$ cat config.mk
export PLATFORM = sky130hd
export DESIGN_NAME = fetch_stage
export DESIGN_NICKNAME = d
export VERILOG_FILES = /design/src/rtl/mips_pkg.sv /design/src/rtl/if_id_reg.sv /design/src/rtl/fetch_stage.sv
export SDC_FILE = /design/constraint.sdc
export NUM_CORES = 1
export LEC_CHECK = 0
export ABC_AREA = 1
export BUFFER_PORTS_ARGS = -buffer_cell sky130_fd_sc_hd__buf_2
export CAP_MARGIN = 20
export CORE_ASPECT_RATIO = 1.4
export CORE_MARGIN = 2
export CORE_UTILIZATION = 50
export DETAILED_ROUTE_END_ITERATION = 16
export GPL_ROUTABILITY_DRIVEN = 0
export PLACE_DENSITY = 0.7
export SYNTH_ARGS = -nofsm -noshare
export SYNTH_HDL_FRONTEND = slang
export SYNTH_SLANG_ARGS = --single-unit
export TNS_END_PERCENT = 20
$ cat constraint.sdc
create_clock -name clk -period 4.06 [get_ports clk]
set_input_delay 0.609 -clock clk [delete_from_list [all_inputs] [get_ports clk]]
set_output_delay 0.609 -clock clk [all_outputs]
set_load 0.02 [all_outputs]
$ cat src/rtl/mips_pkg.sv
// Shared constants and types for the fetch stage and its IF/ID register.
package mips_pkg;

  localparam logic [31:0] RESET_PC_DEFAULT = 32'h0040_0000;
  localparam logic [31:0] NOP_INST         = 32'h0000_0000;

  typedef enum logic [1:0] {
    FETCH,
    HOLD,
    DRAIN
  } fetch_state_t;

endpackage

$ cat src/rtl/if_id_reg.sv
// IF/ID pipeline register: async reset, load enable and squash clear (clear wins over load).
module if_id_reg
  import mips_pkg::*;
(
  input  logic        clk,
  input  logic        rst_n,
  input  logic        load,
  input  logic        clear,
  input  logic [31:0] inst_nxt,
  input  logic [31:0] pc_plus_4_nxt,
  input  logic        valid_nxt,
  output logic [31:0] inst,
  output logic [31:0] pc_plus_4,
  output logic        valid
);

  always_ff @(posedge clk or negedge rst_n) begin
    if (!rst_n) begin
      inst      <= NOP_INST;
      pc_plus_4 <= '0;
      valid     <= 1'b0;
    end else if (clear) begin
      inst      <= NOP_INST;
      pc_plus_4 <= '0;
      valid     <= 1'b0;
    end else if (load) begin
      inst      <= inst_nxt;
      pc_plus_4 <= pc_plus_4_nxt;
      valid     <= valid_nxt;
    end
  end

endmodule

$ cat src/rtl/fetch_stage.sv
// Instruction fetch with req/ack imem handshake, stall hold buffer and branch redirect.
// Optional BRANCH_DELAY_SLOT_EN: deliver the instruction after a branch instead of squashing it.
module fetch_stage
  import mips_pkg::*;
#(
  parameter logic [31:0] RESET_PC = RESET_PC_DEFAULT
) (
  input  logic        clk,
  input  logic        rst_n,
  input  logic        stall_D,
  input  logic        pc_src_D,
  input  logic [31:0] next_br_D,
  output logic        imem_req,
  output logic [31:0] imem_addr,
  input  logic        imem_ack,
  input  logic [31:0] imem_rdata,
  output logic [31:0] inst_D,
  output logic [31:0] PC_plus_4_D,
  output logic        valid_D
);

  fetch_state_t state_q, state_d;
  logic [31:0]  pc_q, pc_d;
  logic         req_q, req_d;
  logic [31:0]  hold_inst_q, hold_inst_d;
  logic [31:0]  hold_pc4_q, hold_pc4_d;

  logic         ifid_load, ifid_clear;
  logic [31:0]  ifid_inst, ifid_pc4;

  logic         ack, redirect;
  logic [31:0]  target, pc_plus_4, seq_pc;

  assign ack       = imem_ack & req_q;
  assign redirect  = pc_src_D & valid_D & ~stall_D;
  assign target    = next_br_D & ~32'h0000_0003;
  assign pc_plus_4 = pc_q + 32'd4;

  assign imem_req  = req_q;
  assign imem_addr = pc_q;

`ifdef BRANCH_DELAY_SLOT_EN
  logic        pend_q, pend_d;
  logic [31:0] pend_tgt_q, pend_tgt_d;

  // Once the delay slot is consumed, fetch continues at the branch target.
  assign seq_pc = redirect ? target : (pend_q ? pend_tgt_q : pc_plus_4);

  always_ff @(posedge clk or negedge rst_n) begin
    if (!rst_n) begin
      pend_q     <= 1'b0;
      pend_tgt_q <= '0;
    end else begin
      pend_q     <= pend_d;
      pend_tgt_q <= pend_tgt_d;
    end
  end
`else
  logic [31:0] drain_tgt_q, drain_tgt_d;

  assign seq_pc = pc_plus_4;

  always_ff @(posedge clk or negedge rst_n) begin
    if (!rst_n) begin
      drain_tgt_q <= '0;
    end else begin
      drain_tgt_q <= drain_tgt_d;
    end
  end
`endif

  always_ff @(posedge clk or negedge rst_n) begin
    if (!rst_n) begin
      state_q     <= FETCH;
      pc_q        <= RESET_PC;
      req_q       <= 1'b0;
      hold_inst_q <= '0;
      hold_pc4_q  <= '0;
    end else begin
      state_q     <= state_d;
      pc_q        <= pc_d;
      req_q       <= req_d;
      hold_inst_q <= hold_inst_d;
      hold_pc4_q  <= hold_pc4_d;
    end
  end

  always_comb begin
    state_d     = state_q;
    pc_d        = pc_q;
    req_d       = req_q;
    hold_inst_d = hold_inst_q;
    hold_pc4_d  = hold_pc4_q;
    ifid_load   = 1'b0;
    ifid_clear  = 1'b0;
    ifid_inst   = imem_rdata;
    ifid_pc4    = pc_plus_4;
`ifdef BRANCH_DELAY_SLOT_EN
    pend_d      = pend_q;
    pend_tgt_d  = pend_tgt_q;
`else
    drain_tgt_d = drain_tgt_q;
`endif

    unique case (state_q)
      FETCH: begin
        req_d = 1'b1;
`ifndef BRANCH_DELAY_SLOT_EN
        if (redirect) begin
          ifid_clear = 1'b1;
          if (ack || !req_q) begin
            pc_d = target;
          end else begin
            // The outstanding request must still be acked before the target is issued.
            state_d     = DRAIN;
            drain_tgt_d = target;
          end
        end else
`endif
        if (ack && !stall_D) begin
          ifid_load = 1'b1;
          pc_d      = seq_pc;
        end else if (ack) begin
          hold_inst_d = imem_rdata;
          hold_pc4_d  = pc_plus_4;
          pc_d        = seq_pc;
          req_d       = 1'b0;
          state_d     = HOLD;
        end else if (!stall_D) begin
          ifid_clear = 1'b1;
        end
`ifdef BRANCH_DELAY_SLOT_EN
        if (ack) begin
          pend_d = 1'b0;
        end else if (redirect) begin
          pend_d     = 1'b1;
          pend_tgt_d = target;
        end
`endif
      end

      HOLD: begin
        req_d = 1'b0;
        if (!stall_D) begin
          state_d   = FETCH;
          req_d     = 1'b1;
          ifid_inst = hold_inst_q;
          ifid_pc4  = hold_pc4_q;
`ifdef BRANCH_DELAY_SLOT_EN
          // The held word is the delay slot of a branch now leaving decode.
          ifid_load = 1'b1;
          if (redirect) pc_d = target;
`else
          if (redirect) begin
            ifid_clear = 1'b1;
            pc_d       = target;
          end else begin
            ifid_load = 1'b1;
          end
`endif
        end
      end

      DRAIN: begin
        req_d = 1'b1;
`ifndef BRANCH_DELAY_SLOT_EN
        if (ack) begin
          pc_d    = drain_tgt_q;
          state_d = FETCH;
        end
`endif
      end

      default: begin
        state_d = FETCH;
      end
    endcase
  end

  if_id_reg u_if_id_reg (
    .clk           (clk),
    .rst_n         (rst_n),
    .load          (ifid_load),
    .clear         (ifid_clear),
    .inst_nxt      (ifid_inst),
    .pc_plus_4_nxt (ifid_pc4),
    .valid_nxt     (1'b1),
    .inst          (inst_D),
    .pc_plus_4     (PC_plus_4_D),
    .valid         (valid_D)
  );

endmodule

=== Yosys cells after proc, flatten, opt, wreduce, memory -nomap -nowiden ===
Cells that the tools add are included.

* Register bits: 194
* Bits of input ports: 69
* Output and inout port bits: 98
* Logic and storage cells: 79

* Add/sub/neg operators: 1
* Equal/unequal tests: 10
* Mux-type cells: 41
* Bitwise logic cells: 7
* Reductions and logical operators: 11

{| class="wikitable"
|+ Operators with widths
! kind !! number
|-
| two-way mux 32 bit || 15
|-
| one-hot mux 32 bit (3 select lines) || 1
|-
| adder 32 x 3 -> 32 bit (second input constant) || 1
|-
| two-way mux 1 bit || 15
|-
| two-way mux 2 bit || 6
|-
| inequality test 3 bit (second input constant) || 4
|-
| inequality test 2 bit (second input constant) || 3
|-
| one-hot mux 2 bit (3 select lines) || 1
|-
| AND reduction 6 bit || 1
|-
| AND reduction 5 bit || 1
|-
| inequality test 4 bit (second input constant) || 1
|-
| inverter 1 bit || 4
|-
| one-hot mux 1 bit (2 select lines) || 2
|-
| AND reduction 4 bit || 1
|-
| AND 1 bit || 3
|-
| one-hot mux 1 bit (3 select lines) || 1
|-
| AND reduction 3 bit || 1
|-
| nonzero test 3 bit || 1
|-
| equality test 2 x 1 -> 1 bit (second input constant) || 1
|-
| equality test 2 bit (second input constant) || 1
|-
| logical NOT 1 bit || 2
|-
| logical NOT 2 bit || 1
|-
| nonzero test 2 bit || 1
|-
| logical AND 1 bit || 1
|-
| logical OR 1 bit || 1
|}

=== Logic depth before layout (Yosys ltp) ===
Gate-level depths: netlist of the first run.

* Depth after elaboration: 7
* Mapped depth: 12
* Mapped depth without buffers: 11

=== Modules after synthesis ===
Synthesis of the first run repeated with hierarchy kept, for this count alone.

* Cell total of the unflattened synthesis: 1,339
* Area total of the unflattened synthesis: 9,983.3 sq um

{| class="wikitable"
|+ Modules (own cells, without submodules)
! module !! instances !! cells each !! area each (sq um) !! seq. area each (sq um)
|-
| fetch_stage || 1 || 1,056 || 7,393.3 || 3,129.3
|-
| if_id_reg || 1 || 283 || 2,590.0 || 1,626.6
|}

=== Least setup slack after synthesis of the first run ===
No wires, ideal clock.

* Path kind: register to register
* Start: register state_q[1]
* End: register u_if_id_reg.inst[0]
* Arrival time: 1,597 ps
* Required time: 3,937 ps
* Path slack: 2,339 ps
* Cell stages (with the launch flop): 10
* Buffers on the path: 3
* Clock period less this slack: 1,721 ps
* Path through: dfrtp_1 inv_1 ha_1 buf_2 o21ai_2 nor2_4 inv_2 buf_2 buf_4 o21ai_1

* Cells in the longest elaborated chain, start to end: 4

{| class="wikitable"
|+ Ends and longest elaborated chain
! item !! RTL line !! text
|-
| from (decl) || fetch_stage.sv:22 || <nowiki>fetch_state_t state_q, state_d;</nowiki>
|-
| from (signal assigned) || fetch_stage.sv:80 || <nowiki>state_q <= state_d;</nowiki>
|-
| equality test 2 x 1 -> 1 bit || fetch_stage.sv:105 || <nowiki>unique case (state_q)</nowiki>
|-
| two-way mux 32 bit || fetch_stage.sv:105 ||
|-
| two-way mux 32 bit || if_id_reg.sv:26 || <nowiki>end else if (load) begin</nowiki>
|-
| two-way mux 32 bit || if_id_reg.sv:22 || <nowiki>end else if (clear) begin</nowiki>
|-
| to (signal assigned) || if_id_reg.sv:27 || <nowiki>inst <= inst_nxt;</nowiki>
|-
| to (decl) || if_id_reg.sv:12 || <nowiki>output logic [31:0] inst,</nowiki>
|}

Parallel ways exist; a longest one is shown, timed or not. The select of a mux whose other input is x is not followed.
A chain may end at the register's enable or synchronous reset.

=== Worst setup path in the final report of the first run ===
* Start: register state_q[1]
* End: register u_if_id_reg.inst[29]

Same word-level chain as after synthesis.

==> results of run 1 <==
-- kinds of logic (layout without fill, tap and decap cells) --
kind of cell / Yosys count / in the layout / share of synthesized area
mux: 1 / 1 / 0.00106
buf+inv: 185 / 319 / 0.0784
other cells: 1 / 4 / 0.000397
simple gates: 531 / 531 / 0.225
flops: 188 / 188 / 0.498
fa+ha+maj: 5 / 5 / 0.00662
xor+xnor: 7 / 7 / 0.00649
compound gates: 338 / 338 / 0.184
-- where the power goes --
group | total, µW | internal [µW] | switching [µW] | leakage, µW
Clock | 1860 | 1110 | 750 | 0.000313
Sequential | 3430 | 2800 | 631 | 0.00230
Combinational | 4530 | 1450 | 3080 | 0.00302
-- critical path, cell delays in order (launching register included) --
cell	delay, ns
dfrtp_1	0.43
inv_1	0.10
ha_1	0.78
inv_2	0.40
nor2_4	0.19
inv_2	0.25
buf_12	0.28
o21ai_0	0.17
o21ai_0	0.10
-- cells in the final DEF, fill, tap and decap left out, drive strengths merged --
cell type  instances
inv              117
mux2i              1
conb               4
and2               3
a31oi             13
a22oi              3
nand4              2
buf              173
xnor2              2
nand3b             2
clkbuf            22
ha                 5
clkinvlp           3
o211ai             7
xor2               5
o22ai              1
a22o               1
nor2             116
dfstp              1
nand3             31
dfrtp            187
bufinv             4
or2                1
a21oi             85
o21ai            228
nand2            376
-- metal layers --
layer | vias to the layer above | part of all wire
met4 | 0 | 0.031
met3 | 50 | 0.056
met1 | 4038 | 0.44
li1 | 4287 | -
met5 | - | 0
met2 | 293 | 0.48
-- worst paths after layout --
path / from / end / slack [ns] / depth (start not counted)
min: rst_n / u_if_id_reg.inst[0]$_DFFE_PN0P_ / 0.20 / 1
max reg2reg: state_q[1]$_DFFE_PN0P_ / u_if_id_reg.inst[29]$_DFFE_PN0P_ / 1.17 / 8
min reg2reg: u_if_id_reg.pc_plus_4[10]$_DFFE_PN0P_ / u_if_id_reg.pc_plus_4[10]$_DFFE_PN0P_ / 0.48 / 2
min in group clk: imem_rdata[31] / hold_inst_q[31]$_DFFE_PN0P_ / 0.40 / 3
max in group asynchronous: rst_n / imem_addr[22]$_DFFE_PN1P_ / 2.84 / 2
max: state_q[1]$_DFFE_PN0P_ / u_if_id_reg.inst[29]$_DFFE_PN0P_ / 1.17 / 8
-- state kept, by name, summed over array words and instances, names as in the netlist --
name	cells
drain_tgt_q	30
hold_inst_q	32
hold_pc4_q	30
imem_addr	30
imem_req	1
state_q	2
u_if_id_reg.inst	32
u_if_id_reg.pc_plus_4	30
u_if_id_reg.valid	1
-- metrics by stage --
step	utilization	hold slack, ns	power [µW]	setup WS, ns	cells
finish	0.596	0.199	9820	1.17	1637
global route	0.596	0.271	10600	0.949	1637
CTS	0.596	0.248	9850	1.17	1637
detailed placement	0.560	0.463	7960	1.18	1605
global placement	0.560	0.459	7820	1.21	1605
floorplan	-	0.313	6540	2.34	1259
-- cell type report --
cell class / instances / share of cell area
sequential: 188 / 0.426
multi-input combinational: 886 / 0.364
timing repair buffer: 173 / 0.0831
clock buffer: 22 / 0.0439
inverter: 114 / 0.0388
tap: 244 / 0.0277
clock inverter: 10 / 0.0158
==> results.json, run 1 <==
{
  "synth_area_leader_cell": "dfrtp_1",
  "grtUsageMet2": 0.411,
  "die_height_um": 167,
  "fmax_mhz": 346,
  "grt_max_degree": 84,
  "clk_latency_ns": 0.44,
  "fin_area_um2": 11000,
  "std_cell_rows": 59,
  "rsz0062_at_grt": "no",
  "cts_resized": 0,
  "multi_input_area_um2": 4020,
  "register_area_um2": 4710,
  "grt_use_met1": 0.336,
  "cts_inserted_buffers": 17,
  "synthMostInstantiatedCell": "nand2_1",
  "synth_ff_type": "dfrtp_1",
  "ys_ff_latch": 188,
  "ios": 167,
  "fin_crit_sh": 0.713,
  "postCtsSetupRepairBufs": 0,
  "slew_viol_final": 0,
  "drive_above_1_share": 0.164,
  "path_class": "reg -> reg",
  "final-hold-violation-count": 0,
  "worst_pin_slew_ns": 0.956,
  "tritoncts": "yes",
  "ir_worst_vdd_uv": 469,
  "min_period_ns": 2.89,
  "drtIter0Drc": 720,
  "core_region_area_um2": 18500,
  "overflow": 0,
  "cp.arrival_ns": 3.18,
  "drt-total-wl_um": 25000,
  "grt_use_total": 0.253,
  "yosys_warnings": 0,
  "yosysUniqueCellTypes": 35,
  "synthTopCellsByCount": "373 x nand2_1, 201 x o21ai_0, 187 x dfrtp_1",
  "cp_data_required_time_ns": 4.35,
  "p_leak_uw": 0.00564,
  "layout.nets": 1454,
  "cp-end-kind": "flop",
  "postSynthAreaPerCell_um2": 7.52,
  "fin_setup_tns_ns": 0,
  "relSlewSlack": 0.363,
  "power_density_nw_per_um2": 889,
  "syn_area_um2": 9450,
  "status": "finished, final reports clean",
  "async_flop_share": 1.00,
  "grt_pass1_vias": 7992,
  "dp_hpwl_um": 16700,
  "synth_top_area_share": 0.495,
  "drv_cap": 0,
  "grt_busiest_layer": "met2",
  "postPlaceCellArea_um2": 10400,
  "grt_util_met3": 0.0397,
  "initial_utilization": 0.510,
  "die-area_um2": 20000,
  "clk_transition_reported_paths_ns": 0.07,
  "cts_hold_buf": 0,
  "diodes": 0,
  "first_pass_iters": 5,
  "fp.dieW_um": 120,
  "antenna_found_initial": 0,
  "cp-start-kind": "flop",
  "clock_skew_ns": 0.0137,
  "syn2layout_area_growth_pct": 16.8,
  "vias_per_cell": 5.30,
  "htree_levels": 4,
  "io_buffers": 160,
  "post_drt_wl_per_cell_um": 15.3,
  "yosys-top-cells-area": "dfrtp_1 50%, nand2_1 15%, o21ai_0 11%",
  "yosysSeqAreaShare": 0.498,
  "grt_pass1_wl_um": 40600,
  "hp-class": "in -> async",
  "antenna_left": 0,
  "cts_root_buffer": "clkbuf_16",
  "route.vias.total": 8668,
  "fillers": 1709,
  "synth_edf_count": 0,
  "clock_path_buffers": 2,
  "drc": 0,
  "cts.sinks": 188,
  "crit_fanout": 62,
  "setup_viol": 0,
  "synth_cells": 1256
}
(Power assumes the default switching activity.)
==> run 2, diff against run 1 <==
clock period = 2.7 ns   (was 4.06 ns; I/O delays follow)
==> run 2 against run 1 <==
  * Via count shrank 0.15%
  * Sequential share of layout area shrank 0.11 points
  * First-iteration DRC count shrank 9.3%
  * Maximum frequency grew 37%
  * Register-to-register slack lost 0.57 ns
  * Core utilization grew 0.16 points
  * Cell count grew 0.43%
  * Non-clock buffer count grew 7
  * Clock skew grew 0.012 ns
  * Combinational power grew 50%
  * Die area is the same
  * Wire length shrank 2.3%
==> results.json, run 2 (same netlist as run 1, synthesis figures left out) <==
{
  "status": "finished, final reports clean",
  "tritoncts": "yes",
  "final_common_cell": "nand2_1",
  "postCtsSetupRepairBufs": 0,
  "rsz0062_at_grt": "no",
  "fp.dieW_um": 120,
  "p_int_uw": 7810,
  "fmax_mhz": 475,
  "worst_pin_slew_ns": 0.717,
  "antenna_found_initial": 0,
  "holdWs_ns": 0.197,
  "cts_hold_buf": 1,
  "cts_inserted_buffers": 17,
  "swShare": 0.463,
  "top_regs": "hold_inst_q (32), u_if_id_reg.inst (32)",
  "initial_utilization": 0.510,
  "std_cell_rows": 59,
  "vias_per_cell": 5.26,
  "grt_max_degree": 101,
  "drive_above_1_share": 0.168,
  "crit_fanout": 30,
  "antenna_left": 0,
  "drtIter0Drc": 653,
  "overflow": 0,
  "cp.arrival_ns": 2.48,
  "clk_transition_reported_paths_ns": 0.07,
  "route.vias.total": 8655,
  "setup_viol": 0,
  "p_comb_frac": 0.467,
  "cp-start-kind": "flop",
  "min_period_ns": 2.11,
  "relSlewSlack": 0.522,
  "cts.sinks": 188,
  "cts_resized": 0,
  "syn2layout_area_growth_pct": 17.1,
  "path_class": "reg -> reg",
  "fin_setup_tns_ns": 0,
  "clock_skew_ns": 0.0256,
  "core_region_area_um2": 18500,
  "p_leak_uw": 0.00566,
  "grt_pass1_wl_um": 40600,
  "diodes": 0,
  "cp-end-kind": "flop",
  "clkPwrFrac": 0.178,
  "dp_hpwl_um": 16800,
  "first_pass_iters": 5,
  "die-area_um2": 20000,
  "htree_levels": 4,
  "drt-total-wl_um": 24400,
  "post_drt_wl_per_cell_um": 14.8,
  "pwr-share-seq": 0.355,
  "fin_crit_sh": 0.780,
  "grt_use_total": 0.252,
  "ios": 167,
  "grt_pass1_vias": 8111,
  "clock_path_buffers": 2,
  "hp-class": "in -> reg",
  "drc": 0,
  "final_cell_mix": "373 x nand2_1, 201 x o21ai_0, 187 x dfrtp_1",
  "io_buffers": 160,
  "clk_latency_ns": 0.45,
  "cts_root_buffer": "clkbuf_16",
  "ir_worst_vdd_uv": 874,
  "final-hold-violation-count": 0,
  "drv_cap": 0,
  "slew_viol_final": 0,
  "fillers": 1754,
  "die_height_um": 167,
  "cp_data_required_time_ns": 3.07,
  "switchingPower_uw": 6720,
  "layout.nets": 1461,
  "power_density_nw_per_um2": 1310
}
## run 2: worst paths after layout
path,from,cells past startpoint,slack (ns),end
worst min register to register,u_if_id_reg.pc_plus_4[7]$_DFFE_PN0P_,2,0.48,u_if_id_reg.pc_plus_4[7]$_DFFE_PN0P_
max in group asynchronous,rst_n,3,1.46,imem_addr[23]$_DFFE_PN0P_
min in group asynchronous,rst_n,2,0.46,u_if_id_reg.inst[2]$_DFFE_PN0P_
worst max-delay path,state_q[0]$_DFFE_PN0P_,8,0.59,imem_addr[29]$_DFFE_PN0P_
worst max register to register,state_q[0]$_DFFE_PN0P_,8,0.59,imem_addr[29]$_DFFE_PN0P_
worst min-delay path,imem_rdata[31],3,0.20,hold_inst_q[31]$_DFFE_PN0P_
## run 2: area by class of cell
| type | instances | area [µm²] | share of cell area |
|---|---|---|---|
| inverter | 114 | 428 | 0.0387 |
| multi-input combinational | 886 | 4020 | 0.363 |
| sequential | 188 | 4710 | 0.425 |
| clock buffer | 17 | 425 | 0.0384 |
| clock inverter | 15 | 181 | 0.0164 |
| tap | 244 | 305 | 0.0276 |
| timing repair buffer | 180 | 997 | 0.0901 |
## run 2: metrics by stage
stage	area [µm²]	utilization	total power, µW	cells	setup slack (ns)
after floorplan	9460	-	9840	1259	0.979
after global placement	10400	0.564	11800	1611	0.643
after detailed placement	10400	0.564	12000	1611	0.637
after CTS	11100	0.597	14600	1644	0.591
after global routing	11100	0.597	15800	1644	0.377
final	11100	0.597	14500	1644	0.594
## run 2: power groups by stage
stage	registers (µW)	clock network [µW]	logic, µW
4_1_cts	5140	2640	6820
3_3_place_gp	5130	0	6650
5_1_grt	5340	2750	7670
2_1_floorplan	5800	0	4040
6_report	5160	2590	6780
3_5_place_dp	5180	0	6780
## run 2: worst max-delay path: stages (launching register included)
cell	delay (ns)
dfrtp_1	0.42
inv_1	0.09
ha_1	0.34
inv_2	0.10
a22oi_1	0.25
nand4_2	0.16
inv_2	0.44
nor2_1	0.10
a21oi_1	0.13
## run 2: routing by layer
| metal | routed length, µm | vias up | GRT usage |
|---|---|---|---|
| met2 | 11600 | 291 | 0.402 |
| met5 | 0 | - | 0 |
| met4 | 765 | 0 | 0.116 |
| met3 | 1300 | 55 | 0.0339 |
| met1 | 10700 | 4005 | 0.342 |
| li1 | - | 4304 | - |
==> run 3, diff against run 2 <==
PLACE_DENSITY = 0.72   (was 0.7)
clock period = 1.8 ns   (was 2.7 ns; I/O delays follow)
==> run 3 against run 2 <==
  * The flow now finishes with violations (negative setup slack)
  * Largest cell class unchanged
  * Via count is 2.4% higher
  * Critical endpoint is now state_q[1]$_DFFE_PN0P_
  * Register-to-register slack worse by 0.60 ns
  * Sequential power is 48% higher
  * Clock skew is 0.013 ns lower
  * Die area stayed put
  * Sequential cell count stayed put
  * First-iteration DRC count is 7.7% higher
  * Cell count is 2.4% higher
  * Global-route usage is 0.41 points higher
  * Hold slack worse by 0.15 ns
  * Power is 59% higher
  * Non-clock buffer count is 40 higher
==> results.json, run 3 (same netlist as run 1, synthesis figures left out) <==
{
  "drc": 0,
  "die-area_um2": 20000,
  "final_cell_mix": "371 x nand2_1, 195 x o21ai_0, 181 x dfrtp_1",
  "dpl.cell_count": 1643,
  "drtIter0Drc": 703,
  "final_cell_count_no_fill": 1684,
  "fp.dieW_um": 120,
  "dp_hpwl_um": 17700,
  "fillers": 1699,
  "tritoncts": "yes",
  "cp.arrival_ns": 2.12,
  "setup_viol": 1,
  "final_common_cell": "nand2_1",
  "fmax_mhz": 553,
  "initial_utilization": 0.510,
  "fin_setup_tns_ns": -0.00821,
  "path_class": "reg -> reg",
  "vias_per_cell": 5.26,
  "path_buf_inv": 3,
  "layout.nets": 1501,
  "ios": 167,
  "p_leak_uw": 0.00593,
  "drt-total-wl_um": 25400,
  "grt_pass1_vias": 8522,
  "hp-class": "in -> reg",
  "std_cell_rows": 59,
  "cts_inserted_buffers": 17,
  "fin_crit_sh": 1.00,
  "grt_use_total": 0.256,
  "syn2layout_area_growth_pct": 23.1,
  "core_region_area_um2": 18500,
  "grt_pass1_wl_um": 41100,
  "die_height_um": 167,
  "cp-start-kind": "flop",
  "min_period_ns": 1.81,
  "route.vias.total": 8862,
  "cts.sinks": 188,
  "antenna_found_initial": 0,
  "final_core_util": 0.628,
  "io_buffers": 160,
  "drv_cap": 0,
  "multi_input_area_um2": 4110,
  "antenna_left": 0,
  "ir_worst_vdd_uv": 1310,
  "crit_fanout": 6,
  "grt_max_degree": 61,
  "cp_data_required_time_ns": 2.11,
  "diodes": 0,
  "final-hold-violation-count": 0,
  "first_pass_iters": 5,
  "top_regs": "hold_inst_q (32), u_if_id_reg.inst (32)",
  "clock_path_buffers": 2,
  "cp-end-kind": "flop",
  "status": "finished with violations",
  "violations": "negative setup slack",
  "htree_levels": 4,
  "clk_latency_ns": 0.44,
  "power_density_nw_per_um2": 1990,
  "overflow": 0,
  "fin_ws_ns": -0.00821,
  "clock_skew_ns": 0.0123,
  "post_drt_wl_per_cell_um": 15.1,
  "critPathTopFamily": "flip-flops",
  "cts_root_buffer": "clkbuf_16",
  "crit_slowest_cell": "dfrtp_1",
  "clk_transition_reported_paths_ns": 0.07,
  "slew_viol_final": 0,
  "critPathMaxStageDelay_ns": 0.45,
  "pre_cts_slack_ns": -0.0147,
  "p_total_uw": 23100,
  "drive_above_1_share": 0.206,
  "path_cells": "inv_2 -> ha_1 -> buf_4 -> inv_1 -> o22ai_1 -> a31oi_1 -> nand3_2 -> nand2_1 -> o21ai_0",
  "register_area_um2": 4710
}
==> run 3: cell count changes in the layout (fill, tap and decap cells not counted), moves of 5 or more <==
cell	delta
buf_12	+12
buf_4	+24
dfrtp_1	-6
dfrtp_2	+6
nor2_1	-6
nor2_4	+5
o21ai_0	-6
o21ai_1	+6
==> run 3: what timing repair did <==
item | CTS | global route
setup buffers | 0 | 7
resized for setup | 1 | 43
gates cloned | 0 | 1
pin swaps | 0 | 11
endpoints found under the setup margin | 20 | 92
hold buffers | 1 | 0
hold endpoints to repair | 43 | 0
==> run 3: worst reg2reg max path: stages (launching register included) <==
cell and delay [ns]:
dfrtp_1 0.45, inv_2 0.09, ha_1 0.26, buf_4 0.18, inv_1 0.11, o22ai_1 0.10, a31oi_1 0.20, nand3_2 0.14
nand2_1 0.08, o21ai_0 0.08
==> run 3: layout make-up <==
class | count | share of cell area
clock buffer | 17 | 0.0366
clock inverter | 15 | 0.0153
inverter | 114 | 0.0370
multi-input combinational | 886 | 0.354
sequential | 188 | 0.405
tap | 244 | 0.0263
timing repair buffer | 220 | 0.126
==> run 3: worst paths after layout <==
kind                       depth (start not counted)                              endpoint                                  from  slack [ns]
max in group asynchronous                          3             imem_addr[22]$_DFFE_PN1P_                                 rst_n        0.81
min                                                3           hold_inst_q[31]$_DFFE_PN0P_                        imem_rdata[31]        0.05
max                                                9                state_q[1]$_DFFE_PN0P_                state_q[0]$_DFFE_PN0P_      -0.008
max reg2reg                                        9                state_q[1]$_DFFE_PN0P_                state_q[0]$_DFFE_PN0P_      -0.008
min in group asynchronous                          2       u_if_id_reg.inst[0]$_DFFE_PN0P_                                 rst_n        0.33
min reg2reg                                        2  u_if_id_reg.pc_plus_4[8]$_DFFE_PN0P_  u_if_id_reg.pc_plus_4[8]$_DFFE_PN0P_        0.47
==> run 3: metal layers <==
layer	GRT usage	vias to the layer above	routed length (µm)
met1	0.329	4084	10600
met4	0.114	0	903
li1	-	4379	-
met3	0.0397	52	1470
met2	0.426	347	12500
met5	0	-	0
==> run 3: stage by stage <==
| stage | instance area (µm²) | hold slack (ns) |
|---|---|---|
| after global placement | 10800 | 0.251 |
| after CTS | 11400 | 0.0382 |
| after floorplan | 9460 | -0.0256 |
| after global routing | 11600 | 0.0712 |
| final | 11600 | 0.0461 |
| after detailed placement | 10800 | 0.256 |
==> run 3: power breakdown <==
group	switching, µW	total [µW]	internal, µW
registers	1320	7640	6310
clock network	1850	3840	1990
logic	7410	11700	4240
